<file path="src/rtl/axil_cfg_master.sv">
// Single-outstanding AXI4-Lite master: one command in, one AW/W/B or AR/R transaction out,
// one response pulse back, with an optional per-command timeout against a hung slave.
module axil_cfg_master #(
  parameter int ADDR_W  = 32,
  parameter int DATA_W  = 32,
  parameter int TIMEOUT = 255
) (
  input  logic              clk,
  input  logic              rst_n,
  // command side
  input  logic              cmd_valid,
  output logic              cmd_ready,
  input  logic              cmd_write,
  input  logic [ADDR_W-1:0] cmd_addr,
  input  logic [DATA_W-1:0] cmd_wdata,
  // response side
  output logic              rsp_valid,
  output logic [DATA_W-1:0] rsp_rdata,
  output logic [1:0]        rsp_resp,
  output logic              rsp_err,
  // write address channel
  output logic [ADDR_W-1:0] m_axi_aw_addr,
  output logic              m_axi_aw_valid,
  input  logic              m_axi_aw_ready,
  // write data channel
  output logic [DATA_W-1:0] m_axi_w_data,
  output logic              m_axi_w_valid,
  input  logic              m_axi_w_ready,
  // write response channel
  input  logic [1:0]        m_axi_b_resp,
  input  logic              m_axi_b_valid,
  output logic              m_axi_b_ready,
  // read address channel
  output logic [ADDR_W-1:0] m_axi_ar_addr,
  output logic              m_axi_ar_valid,
  input  logic              m_axi_ar_ready,
  // read data channel
  input  logic [DATA_W-1:0] m_axi_r_data,
  input  logic [1:0]        m_axi_r_resp,
  input  logic              m_axi_r_valid,
  output logic              m_axi_r_ready,
  // FSM state for observation
  output logic [2:0]        dbg_state
);

  // Handshake rule on every channel: a transfer happens on a rising edge where valid && ready
  // are both high; valid, once raised, holds with stable payload until that edge.

  typedef enum logic [2:0] {
    S_IDLE   = 3'd0,
    S_WR     = 3'd1,
    S_WAIT_B = 3'd2,
    S_RD     = 3'd3,
    S_WAIT_R = 3'd4
  } state_t;

  localparam int CNT_W = (TIMEOUT < 2) ? 1 : $clog2(TIMEOUT + 1);
  localparam logic [CNT_W-1:0] TO_LAST = (TIMEOUT == 0) ? '0 : CNT_W'(TIMEOUT - 1);

  state_t              state_q, state_d;
  logic                aw_pend_q, aw_pend_d;
  logic                w_pend_q, w_pend_d;
  logic [ADDR_W-1:0]   addr_q;
  logic [DATA_W-1:0]   wdata_q;
  logic [CNT_W-1:0]    cnt_q;

  logic                accept;
  logic                done;
  logic [1:0]          done_resp;
  logic [DATA_W-1:0]   done_data;
  logic                timeout_hit;

  assign cmd_ready      = (state_q == S_IDLE);
  assign m_axi_aw_addr  = addr_q;
  assign m_axi_ar_addr  = addr_q;
  assign m_axi_w_data   = wdata_q;
  assign m_axi_aw_valid = (state_q == S_WR) && aw_pend_q;
  assign m_axi_w_valid  = (state_q == S_WR) && w_pend_q;
  assign m_axi_b_ready  = (state_q == S_WR) || (state_q == S_WAIT_B);
  assign m_axi_ar_valid = (state_q == S_RD);
  assign m_axi_r_ready  = (state_q == S_RD) || (state_q == S_WAIT_R);
  assign dbg_state      = state_q;

  always_comb begin
    state_d     = state_q;
    aw_pend_d   = aw_pend_q;
    w_pend_d    = w_pend_q;
    done        = 1'b0;
    done_resp   = 2'b00;
    done_data   = '0;
    accept      = cmd_valid && (state_q == S_IDLE);
    // cnt_q counts non-IDLE cycles already elapsed, so this fires on the TIMEOUT-th one
    timeout_hit = (TIMEOUT != 0) && (state_q != S_IDLE) && (cnt_q == TO_LAST);

    case (state_q)
      S_IDLE: begin
        if (cmd_valid) begin
          state_d   = cmd_write ? S_WR : S_RD;
          aw_pend_d = cmd_write;
          w_pend_d  = cmd_write;
        end
      end
      S_WR: begin
        if (m_axi_aw_ready) aw_pend_d = 1'b0;
        if (m_axi_w_ready)  w_pend_d  = 1'b0;
        // a B beat arriving on the cycle both handshakes finish must not be lost
        if (!aw_pend_d && !w_pend_d) begin
          if (m_axi_b_valid) begin
            done      = 1'b1;
            done_resp = m_axi_b_resp;
            state_d   = S_IDLE;
          end else begin
            state_d = S_WAIT_B;
          end
        end
      end
      S_WAIT_B: begin
        if (m_axi_b_valid) begin
          done      = 1'b1;
          done_resp = m_axi_b_resp;
          state_d   = S_IDLE;
        end
      end
      S_RD: begin
        if (m_axi_ar_ready) state_d = S_WAIT_R;
      end
      S_WAIT_R: begin
        if (m_axi_r_valid) begin
          done      = 1'b1;
          done_resp = m_axi_r_resp;
          done_data = m_axi_r_data;
          state_d   = S_IDLE;
        end
      end
      default: state_d = S_IDLE;
    endcase

    // a completion on the timeout cycle still reports as a normal response
    if (timeout_hit && !done) begin
      state_d   = S_IDLE;
      aw_pend_d = 1'b0;
      w_pend_d  = 1'b0;
    end
  end

  always_ff @(posedge clk) begin
    if (!rst_n) begin
      state_q   <= S_IDLE;
      aw_pend_q <= 1'b0;
      w_pend_q  <= 1'b0;
      addr_q    <= '0;
      wdata_q   <= '0;
      cnt_q     <= '0;
      rsp_valid <= 1'b0;
      rsp_err   <= 1'b0;
      rsp_resp  <= 2'b00;
      rsp_rdata <= '0;
    end else begin
      state_q   <= state_d;
      aw_pend_q <= aw_pend_d;
      w_pend_q  <= w_pend_d;
      rsp_valid <= done || timeout_hit;
      rsp_err   <= timeout_hit && !done;

      if (accept) begin
        addr_q  <= cmd_addr;
        wdata_q <= cmd_wdata;
        cnt_q   <= '0;
      end else if (state_q != S_IDLE) begin
        cnt_q <= cnt_q + CNT_W'(1);
      end

      if (done) begin
        rsp_resp  <= done_resp;
        rsp_rdata <= done_data;
      end else if (timeout_hit) begin
        rsp_resp  <= 2'b10;
        rsp_rdata <= '0;
      end
    end
  end

endmodule

</file>
<file path="config.mk">
export PLATFORM = sky130hd
export DESIGN_NAME = axil_cfg_master
export DESIGN_NICKNAME = d
export VERILOG_FILES = /design/src/rtl/axil_cfg_master.sv
export SDC_FILE = /design/constraint.sdc
export NUM_CORES = 1
export LEC_CHECK = 0
export CAP_MARGIN = 20
export CORE_MARGIN = 2
export CORE_UTILIZATION = 30
export DETAILED_ROUTE_END_ITERATION = 7
export MAX_ROUTING_LAYER = met4
export PLACE_DENSITY = 0.68
export SLEW_MARGIN = 40
export SYNTH_ARGS = -nofsm -noshare
export SYNTH_HDL_FRONTEND = slang
export SYNTH_SLANG_ARGS = --single-unit
</file>
<file path="constraint.sdc">
create_clock -name clk -period 1.6 [get_ports clk]
set_clock_uncertainty 0.1 [all_clocks]
set_input_delay 0.32 -clock clk [delete_from_list [all_inputs] [get_ports clk]]
set_output_delay 0.32 -clock clk [all_outputs]
set_load 0.01 [all_outputs]
</file>
==> results of run 1 <==
## path summary, 6_finish.rpt
| kind | from | slack, ps | cells past startpoint | endpoint |
|---|---|---|---|---|
| hold reg to reg | m_axi_w_data[0] | 350 | 2 | m_axi_w_data[0] |
| setup reg to reg | dbg_state[1] | -140 | 6 | rsp_rdata[4] |
| hold / removal | m_axi_w_data[0] | 350 | 2 | m_axi_w_data[0] |
| setup / recovery | dbg_state[1] | -170 | 4 | m_axi_r_ready |
## worst max-delay path, cell delays in order (launching register included)
cell,delay [ps]
dfxtp_4,360
buf_12,130
and3_4,170
a21o_1,160
buf_6,120
## logic make-up (layout without fill, tap and decap cells)
| group | after synthesis | after routing |
|---|---|---|
| AND/OR/NAND/NOR | 182 | 183 |
| AO/OA/AOI/OAI | 114 | 114 |
| flip-flops | 113 | 113 |
| buffers and inverters | 70 | 345 |
| XOR/XNOR | 8 | 8 |
| adder cells (fa/ha/maj) | 2 | 2 |
| multiplexers | 1 | 1 |
## sequential cells by signal, summed over array words and instances (netlist names)
signal,cells
m_axi_ar_addr,32
rsp_resp,2
rsp_valid,1
cnt_q,8
rsp_err,1
m_axi_w_data,32
aw_pend_q,1
rsp_rdata,32
dbg_state,3
w_pend_q,1
## layer usage
layer	vias to the layer above	global-route usage, %	share of wire, %
li1	2154	-	-
met1	2116	22.43	43
met2	197	32.21	50
met3	24	5.756	5.4
met4	0	7.469	2.3
met5	-	-	0
## cell usage in the layout, fill, tap and decap left out, drive strengths merged, types with 3 or more instances in the layout
| cell type | instances |
|---|---|
| xnor2 | 6 |
| a21oi | 69 |
| clkbuf | 22 |
| nor3 | 5 |
| inv | 6 |
| a22o | 33 |
| nand2 | 137 |
| nor2 | 15 |
| buf | 67 |
| clkdlybuf4s50 | 108 |
| and2 | 4 |
| bufinv | 3 |
| dfxtp | 113 |
| dlygate4sd2 | 132 |
| nand3 | 5 |
| clkinvlp | 3 |
| or3 | 3 |
| clkinv | 4 |
## timing repair
item	CTS	global route
pin swaps	58	72
gates resized for setup	272	106
endpoints found under the setup margin	245	114
buffers inserted	10	4
cloned	11	0
## where the power goes
part	total [mW]	switching (mW)	internal, mW
registers	3.06	0.0978	2.96
logic	1.78	0.831	0.950
clock network	3.87	1.28	2.59
total	8.71	2.21	6.50
## area by class of cell
type	count	area share, %
clock buffers	21	5.645
clock inverters	10	1.558
inverters	6	0.2940
multi-input cells	308	27.05
flip-flops and latches	113	26.74
well taps	184	2.705
repair buffers	308	36.00
## metrics by stage
stage	worst slack [ps]	instance area, sq um	hold WS, ps	power (mW)	instances
after floorplan	-121.8	4400	345.5	3.715	490
after global placement	-429.9	7069	341.3	4.483	898
after detailed placement	-449.8	7069	345.5	4.507	898
after CTS	-199.4	8168	345.3	8.650	950
after global routing	-223.1	8511	360.1	9.064	950
final	-166.2	8511	349.0	8.712	950
==> results.json, run 1 <==
{
  "cp_data_arrival_time_ps": 1350,
  "dp.final_hpwl_mm": 9.999,
  "flow.area_growth_from_synthesis_pct": 95.63,
  "layout.nets": 865,
  "timing.fmax_mhz": 566.2,
  "clock_latency_ps": 400,
  "asyncSetResetFlopFracSynth_pct": 0,
  "path_max_fanout": 5,
  "finalWorstPathRequiredPeriod_ps": 1766,
  "first_iter_violations": 123,
  "powerDensity_nw_per_um2": 1024,
  "synthTopCellsByArea": "dfxtp_1 (52%), nand2_1 (12%), a21oi_1 (7.9%), a22o_1 (6.6%), buf_4 (5.7%)",
  "postSynth.topFlopCell": "dfxtp_1",
  "synth_fa_ha_area_share_pct": 0.5752,
  "pin_count_of_the_biggest_net_entering_global_routing": 44,
  "timing.slew.headroom_pct": 68.08,
  "drive_above_1_share_pct": 30.29,
  "floorplan.die.height_microns": 124.4,
  "fp.coreArea_sq_um": 14370,
  "unrepaired_setup_endpoints_after_global_routing": "true",
  "setup_ws_ps": -166.2,
  "worst_setup_path_end_kind": "output pin",
  "area.sequential_sq_um": 2276,
  "yosys.area_share.simple_pct": 18.55,
  "clk_root_buf": "clkbuf_16",
  "final-hold-violation-count": 0,
  "ys_warn_count": 0,
  "synth_fp_nets": 601,
  "initial_core_util_pct": 30.28,
  "start_kind": "flop",
  "synth_sequential_area_ratio_pct": 52.00,
  "cts_htree_levels": 4,
  "largest_family_of_logic_cells_by_synthesized_area": "simple AND/OR/NAND/NOR gates",
  "min_period_over_period_pct": 110.4,
  "firstDrtPassIters": 4,
  "synth.top_cell.area_share_pct": 52.00,
  "number_of_global_route_vias_before_repair": 4658,
  "final-max-slew-violation-count": 0,
  "final-setup-viol-count": 97,
  "dominant_cell_by_count_in_the_synthesized_netlist": "nand2_1",
  "finalSetupTns_ps": -8036,
  "numPortBuffers": 249,
  "violated_checks": "setup timing",
  "post_synth_inst_count": 490,
  "postLayoutCoreUtil_pct": 59.23,
  "place_congestion": 0.7910,
  "worstPathRequired_ps": 1180,
  "antenna_cells": 0,
  "fillers": 1239,
  "num_rows": 44,
  "via_density_per_instance": 4.727,
  "design.die.area_sq_um": 15480,
  "multi_input_comb_area_sq_um": 2302,
  "grt_antenna_before_repair": 0,
  "total_of_flip_flops_plus_latches_after_synthesis": 113,
  "cts_inserted_buffers": 17,
  "hold_class": "flop to flop",
  "leakage_nw": 3.988,
  "synthXorXnorAreaFrac_pct": 1.611,
  "timing_worst_slew_pin_value_ps": 478.9,
  "io-pin-count": 250,
  "first_pass_grt_wire_length_mm": 23.48,
  "clock-sinks": 113,
  "synth_mux_area_share_pct": 0.2301,
  "worst_ir_drop_vdd_v": 0.0007090,
  "netlist-cell-type-count": 45,
  "cap_viol_max_count": 0,
  "detailroute.via_count": 4491,
  "wl_mm": 15.46,
  "cts-root-to-sink-buffers": 2,
  "syn-mean-instance-area_sq_um": 8.878,
  "synth_enable_flop_cells": 0,
  "die_x_microns": 124.4,
  "post-synth-top-area-cell": "dfxtp_1",
  "cts_hold_repair.buffers": 0,
  "post_cts_clock_slew_at_the_launch_and_capture_registers_of_the_worst_setup_and_hold_paths_ps": 50,
  "synth.top_cells.by_count": "nand2_1 (136), dfxtp_1 (113), a21oi_1 (69)",
  "detail_route.wl_per_cell_microns": 16.27,
  "final_antenna_net_count": 0,
  "compound_gate_portion_of_the_synthesized_area_pct": 17.17,
  "grt_util_all_layers_pct": 19.52,
  "drc_violation_count_after_routing": 0,
  "outcome": "finished with violations",
  "path_class": "flop to output pin",
  "synthesis.area_sq_um": 4350,
  "grt-ovfl-total": 0,
  "tritoncts": "yes"
}
Power figures use the tool's default switching activity.
==> run 2, diff against run 1 <==
--- a/config.mk
+++ b/config.mk
@@ -6,11 +6,10 @@
 export NUM_CORES = 1
 export LEC_CHECK = 0
 export CAP_MARGIN = 20
-export CORE_MARGIN = 2
-export CORE_UTILIZATION = 30
+export CORE_UTILIZATION = 34
 export DETAILED_ROUTE_END_ITERATION = 7
 export MAX_ROUTING_LAYER = met4
-export PLACE_DENSITY = 0.68
+export PLACE_DENSITY = 0.76
 export SLEW_MARGIN = 40
 export SYNTH_ARGS = -nofsm -noshare
 export SYNTH_HDL_FRONTEND = slang
==> run 2 against run 1 <==
The flow still finishes with violations (setup timing); count of clock-buffer cells in the layout up 2; core utilization up 15 points; sequential share of layout area down 1.7 points; sequential power up 1%; critical path type is now flop to flop; largest cell class unchanged; highest routed layer unchanged.
==> results.json, run 2 (synthesis results as in run 1) <==
{
  "finalWorstPathRequiredPeriod_ps": 1880,
  "fin_area_sq_um": 9079,
  "outcome": "finished with violations",
  "layout.nets": 879,
  "powerDensity_nw_per_um2": 1021,
  "firstDrtPassIters": 4,
  "pin_count_of_the_biggest_net_entering_global_routing": 45,
  "clk_root_buf": "clkbuf_16",
  "fillers": 807,
  "dp.final_hpwl_mm": 9.926,
  "antenna_cells": 0,
  "hold_class": "flop to flop",
  "cts_htree_levels": 4,
  "final_antenna_net_count": 0,
  "start_kind": "flop",
  "fp.coreArea_sq_um": 12260,
  "flow.area_growth_from_synthesis_pct": 108.7,
  "cts_hold_repair.buffers": 0,
  "numPortBuffers": 249,
  "detail_route.wl_per_cell_microns": 18.77,
  "min_period_over_period_pct": 117.5,
  "path_class": "flop to flop",
  "commonest_cells_after_routing_fill_and_taps_aside": "dlygate4sd2_1 (132), dfxtp_1 (110), clkdlybuf4s50_1 (108), nand2_4 (69), a21oi_2 (65)",
  "path_max_fanout": 8,
  "worst_setup_path_end_kind": "flop",
  "whs_ps": 359.5,
  "dp_worst_setup_slack_ps": -493.4,
  "design.die.area_sq_um": 13250,
  "post_cts_clock_slew_at_the_launch_and_capture_registers_of_the_worst_setup_and_hold_paths_ps": 50,
  "wl_mm": 17.82,
  "drive_above_1_share_pct": 40.59,
  "final-hold-violation-count": 0,
  "final-setup-viol-count": 118,
  "tritoncts": "yes",
  "clock_latency_ps": 420,
  "worstPathRequired_ps": 1850,
  "die_x_microns": 115.1,
  "cts_inserted_buffers": 17,
  "grt_util_all_layers_pct": 24.48,
  "finalSetupTns_ps": -22180,
  "timing_worst_slew_pin_value_ps": 436.6,
  "grt_antenna_before_repair": 0,
  "cts-root-to-sink-buffers": 2,
  "violated_checks": "setup timing",
  "num_rows": 40,
  "grt-ovfl-total": 0,
  "floorplan.die.height_microns": 115.1,
  "detailroute.via_count": 4735,
  "p_total_mw": 9.267,
  "place_congestion": 0.8218,
  "io-pin-count": 250,
  "initial_core_util_pct": 35.48,
  "timing.fmax_mhz": 531.8,
  "first_iter_violations": 209,
  "unrepaired_setup_endpoints_after_global_routing": "true",
  "worst_ir_drop_vdd_v": 0.0008997,
  "final-max-slew-violation-count": 0,
  "leakage_nw": 4.259,
  "via_density_per_instance": 4.989,
  "detailed_place.area_sq_um": 7104,
  "timing.slew.headroom_pct": 70.90,
  "clock-sinks": 113,
  "cp_data_arrival_time_ps": 2130,
  "first_pass_grt_wire_length_mm": 23.74,
  "final_common_cell": "dlygate4sd2_1",
  "drc_violation_count_after_routing": 0,
  "cap_viol_max_count": 0,
  "number_of_global_route_vias_before_repair": 4766,
  "setup_ws_ps": -280.4
}
## run 2: cell count changes in the layout (fill, tap and decap cells not counted), moves of 3 or more
cell	before	now
nand2_2	5	36
buf_12	12	19
nor2_1	12	8
clkbuf_16	17	21
buf_6	13	16
a21oi_2	50	65
buf_16	6	1
a21oi_1	19	4
nor2_4	0	4
nand2_1	85	29
nand2_4	46	69
buf_8	1	4
## run 2: critical path, cell delays in order, from the launching register on
cell and delay, ps:
dfxtp_4 350, buf_12 140, buf_6 110, and4bb_1 200, or2_4 290, nor4_4 140
buf_6 180, clkbuf_16 170, a22o_1 140
## run 2: metal layers
| metal | GRT usage [%] | vias to the layer above | wire (microns) |
|---|---|---|---|
| met3 | 6.800 | 50 | 1028 |
| met5 | - | - | 0 |
| met4 | 12.73 | 0 | 556 |
| met1 | 24.82 | 2311 | 6969 |
| li1 | - | 2182 | - |
| met2 | 42.97 | 192 | 9262 |
## run 2: cell type report
| cell class | count | area (sq um) | area share (%) |
|---|---|---|---|
| Clock buffer | 23 | 498.0 | 5.485 |
| Inverter | 6 | 27.53 | 0.3032 |
| Timing Repair Buffer | 322 | 3258 | 35.89 |
| Clock inverter | 9 | 151.4 | 1.668 |
| Sequential cell | 113 | 2271 | 25.01 |
| Multi-Input combinational cell | 308 | 2663 | 29.33 |
| Tap cell | 168 | 210.2 | 2.315 |
## run 2: per-stage QoR
| step | cells | util, % |
|---|---|---|
| after floorplan | 490 | - |
| after global placement | 886 | 57.94 |
| after detailed placement | 886 | 57.94 |
| after CTS | 942 | 69.92 |
| after global routing | 949 | 74.04 |
| final | 949 | 74.04 |
## run 2: path summary, 6_finish.rpt
| kind | to | depth (start not counted) | slack (ps) | startpoint |
|---|---|---|---|---|
| setup / recovery | rsp_rdata[26] | 8 | -280 | dbg_state[2] |
| hold / removal | m_axi_w_data[23] | 2 | 360 | m_axi_w_data[23] |
| setup reg to reg | rsp_rdata[26] | 8 | -280 | dbg_state[2] |
| hold reg to reg | m_axi_w_data[23] | 2 | 360 | m_axi_w_data[23] |
## run 2: timing repair
| item | CTS | global route |
|---|---|---|
| gates cloned | 10 | 8 |
| setup endpoints to repair | 254 | 120 |
| pin swaps | 103 | 101 |
| buffers inserted | 16 | 10 |
| resized for setup | 324 | 153 |
## run 2: power by group
part,switching [mW],internal (mW),total [mW]
Combinational,0.976,1.08,2.05
Sequential,0.141,2.96,3.10
Clock,1.31,2.80,4.11
==> run 3, diff against run 2 <==
--- a/config.mk
+++ b/config.mk
@@ -6,10 +6,11 @@
 export NUM_CORES = 1
 export LEC_CHECK = 0
 export CAP_MARGIN = 20
-export CORE_UTILIZATION = 34
+export CORE_UTILIZATION = 35
+export CTS_BUF_LIST = sky130_fd_sc_hd__clkbuf_4 sky130_fd_sc_hd__clkbuf_8
 export DETAILED_ROUTE_END_ITERATION = 7
 export MAX_ROUTING_LAYER = met4
-export PLACE_DENSITY = 0.76
+export PLACE_DENSITY = 0.78
 export SLEW_MARGIN = 40
 export SYNTH_ARGS = -nofsm -noshare
 export SYNTH_HDL_FRONTEND = slang
==> run 3 against run 2 <==
The flow still finishes with violations (setup timing); hold slack worse by 30 ps; maximum frequency is 3.0% higher; non-clock buffer count is 4 higher; routed wire length is 2.5% lower; global-route usage is 1.2 points lower; die area is 2.8% lower; combinational power hardly changed; first-iteration DRC count is 22% higher; clock power is 30% lower; cell count is 0.32% higher; design area is 4.3% lower; via count is 1.4% lower; largest cell class unchanged; highest routed layer unchanged.
==> results.json, run 3 (synthesis results as in run 1) <==
{
  "finalWorstPathRequiredPeriod_ps": 1826,
  "final_antenna_net_count": 0,
  "timing.fmax_mhz": 547.5,
  "num_rows": 40,
  "place_congestion": 0.8436,
  "worst_setup_path_end_kind": "flop",
  "p_total_mw": 7.962,
  "initial_core_util_pct": 36.07,
  "r2r_slack_ps": -230,
  "cellInternalPower_mw": 5.781,
  "final-hold-violation-count": 0,
  "final-max-slew-violation-count": 0,
  "worst_ir_drop_vdd_v": 0.0006367,
  "power.combinational.fraction_pct": 25.4,
  "min_period_over_period_pct": 114.1,
  "reg2reg_to": "rsp_rdata[25]",
  "worstHoldPathCells": 3,
  "drc_violation_count_after_routing": 0,
  "clock_latency_ps": 440,
  "die_x_microns": 113.5,
  "unrepaired_setup_endpoints_after_global_routing": "true",
  "drive_above_1_share_pct": 33.93,
  "worstPathRequired_ps": 1870,
  "wl_mm": 17.37,
  "antenna_cells": 0,
  "fillers": 853,
  "p_clk_share_pct": 36.3,
  "dp.cells": 888,
  "grt_antenna_before_repair": 0,
  "floorplan.die.height_microns": 113.5,
  "number_of_global_route_vias_before_repair": 4387,
  "grt-ovfl-total": 0,
  "commonest_cells_after_routing_fill_and_taps_aside": "dlygate4sd2_1 (132), dfxtp_1 (110), clkdlybuf4s50_1 (108), nand2_1 (74), a21oi_2 (58)",
  "leakage_nw": 4.088,
  "start_kind": "flop",
  "timing_worst_slew_pin_value_ps": 341.2,
  "first_iter_violations": 256,
  "r2r.worst_path.cells": 7,
  "numPortBuffers": 249,
  "cap_viol_max_count": 0,
  "dp.final_hpwl_mm": 9.680,
  "seq_power_share_pct": 38.3,
  "path_class": "flop to flop",
  "firstDrtPassIters": 4,
  "fp.coreArea_sq_um": 12060,
  "io-pin-count": 250,
  "outcome": "finished with violations",
  "hold_end": "m_axi_w_data[16]",
  "netSwitchingPower_mw": 2.182,
  "clk_root_buf": "clkbuf_8",
  "timing.slew.headroom_pct": 77.26,
  "layout.nets": 883,
  "cts_htree_levels": 4,
  "cts-root-to-sink-buffers": 2,
  "violated_checks": "setup timing",
  "clock-sinks": 113,
  "cp_slowest_cell": "dfxtp_4",
  "layout.cells.non_filler": 952,
  "hold_class": "primary input to flop",
  "worst_path_most_repeated_cell": "buf_6",
  "worst_r2r_startpoint": "dbg_state[1]",
  "post_cts_clock_slew_at_the_launch_and_capture_registers_of_the_worst_setup_and_hold_paths_ps": 70,
  "tritoncts": "yes",
  "pin_count_of_the_biggest_net_entering_global_routing": 44,
  "min-delay-start": "cmd_wdata[16]",
  "powerDensity_nw_per_um2": 916.3,
  "via_density_per_instance": 4.905,
  "design.die.area_sq_um": 12880,
  "first_pass_grt_wire_length_mm": 22.45,
  "path_max_fanout": 8,
  "area.sequential_sq_um": 2273,
  "detail_route.wl_per_cell_microns": 18.25,
  "setup_ws_ps": -226.3,
  "timing.critical_path.cells": "buf_6 > and4bb_1 > or2_4 > nor4_4 > buf_6 > clkbuf_16 > a22o_1",
  "multi_input_comb_area_sq_um": 2396,
  "cp_data_arrival_time_ps": 2100,
  "detailroute.via_count": 4670,
  "cts_inserted_buffers": 17,
  "grt_util_all_layers_pct": 23.33,
  "flow.area_growth_from_synthesis_pct": 99.74,
  "final-setup-viol-count": 111,
  "worst_path_largest_cell_delay_ps": 390,
  "power_switching_share_pct": 27.40,
  "final_common_cell": "dlygate4sd2_1"
}
[run 3: changes by cell type in the layout (fill, tap and decap cells not counted), sizes merged]
| cell | previous run | this run |
|---|---|---|
| clkinvlp | 1 | 3 |
| clkdlybuf4s15 | 0 | 1 |
[run 3: timing repair]
| item | in CTS | in global routing |
|---|---|---|
| endpoints found under the setup margin | 233 | 121 |
| gates resized for setup | 197 | 188 |
| pin swaps | 5 | 112 |
| setup buffers | 9 | 6 |
| cloned | 7 | 12 |
| hold buffers | 0 | 0 |
[run 3: how the worst max path moves through the flow]
| stage | start | endpoint | depth (start not counted) |
|---|---|---|---|
| floorplan | dbg_state[2] | rsp_rdata[0] | 6 |
| global placement | m_axi_aw_ready | rsp_rdata[25] | 6 |
| detailed placement | m_axi_w_ready | rsp_rdata[12] | 6 |
| CTS | dbg_state[1] | m_axi_r_ready | 4 |
| global route | dbg_state[0] | w_pend_q | 7 |
| finish | dbg_state[1] | rsp_rdata[25] | 7 |
[run 3: power by group through the flow]
stage	combinational [mW]	sequential, mW	clock, mW
finish	2.02	3.05	2.89
CTS	1.50	3.04	2.94
detailed placement	1.40	3.11	0
global placement	1.37	3.10	0
floorplan	0.551	3.16	0
global route	2.12	3.06	3.09
[run 3: area by class of cell]
cell class	instances	area share [%]
repair buffers	326	38.66
multi-input cells	308	27.57
clock inverters	11	1.872
clock buffers	20	3.024
well taps	168	2.419
inverters	6	0.2880
flip-flops and latches	113	26.16
[run 3: layer usage]
metal | global-route usage, % | vias up | wire (microns) | part of all wire (%)
met5 | - | - | 0 | 0
met1 | 24.88 | 2251 | 6882 | 40
met3 | 7.492 | 42 | 1014 | 5.8
li1 | - | 2195 | - | -
met2 | 40.61 | 182 | 9057 | 52
met4 | 8.070 | 0 | 418 | 2.4
[run 3: critical path, delay by kind of cell, from the launching register on]
family                 cells  cell delay (ps)
AND/OR/NAND/NOR            3              680
buffers and inverters      3              440
flip-flops                 1              390
AO/OA/AOI/OAI              1              140
[run 3: per-stage QoR]
| step | setup slack, ps | utilization [%] | hold WS (ps) | area, sq um | TNS [ps] |
|---|---|---|---|---|---|
| after floorplan | -121.8 | - | 345.5 | 4400 | -5604 |
| after global routing | -291.6 | 72.04 | 319.8 | 8690 | -22900 |
| after global placement | -420.6 | 58.82 | 342.2 | 7094 | -24690 |
| after detailed placement | -466.1 | 58.82 | 345.7 | 7094 | -27380 |
| final | -226.3 | 72.04 | 329.8 | 8690 | -15920 |
| after CTS | -222.8 | 63.82 | 301.4 | 7697 | -8660 |
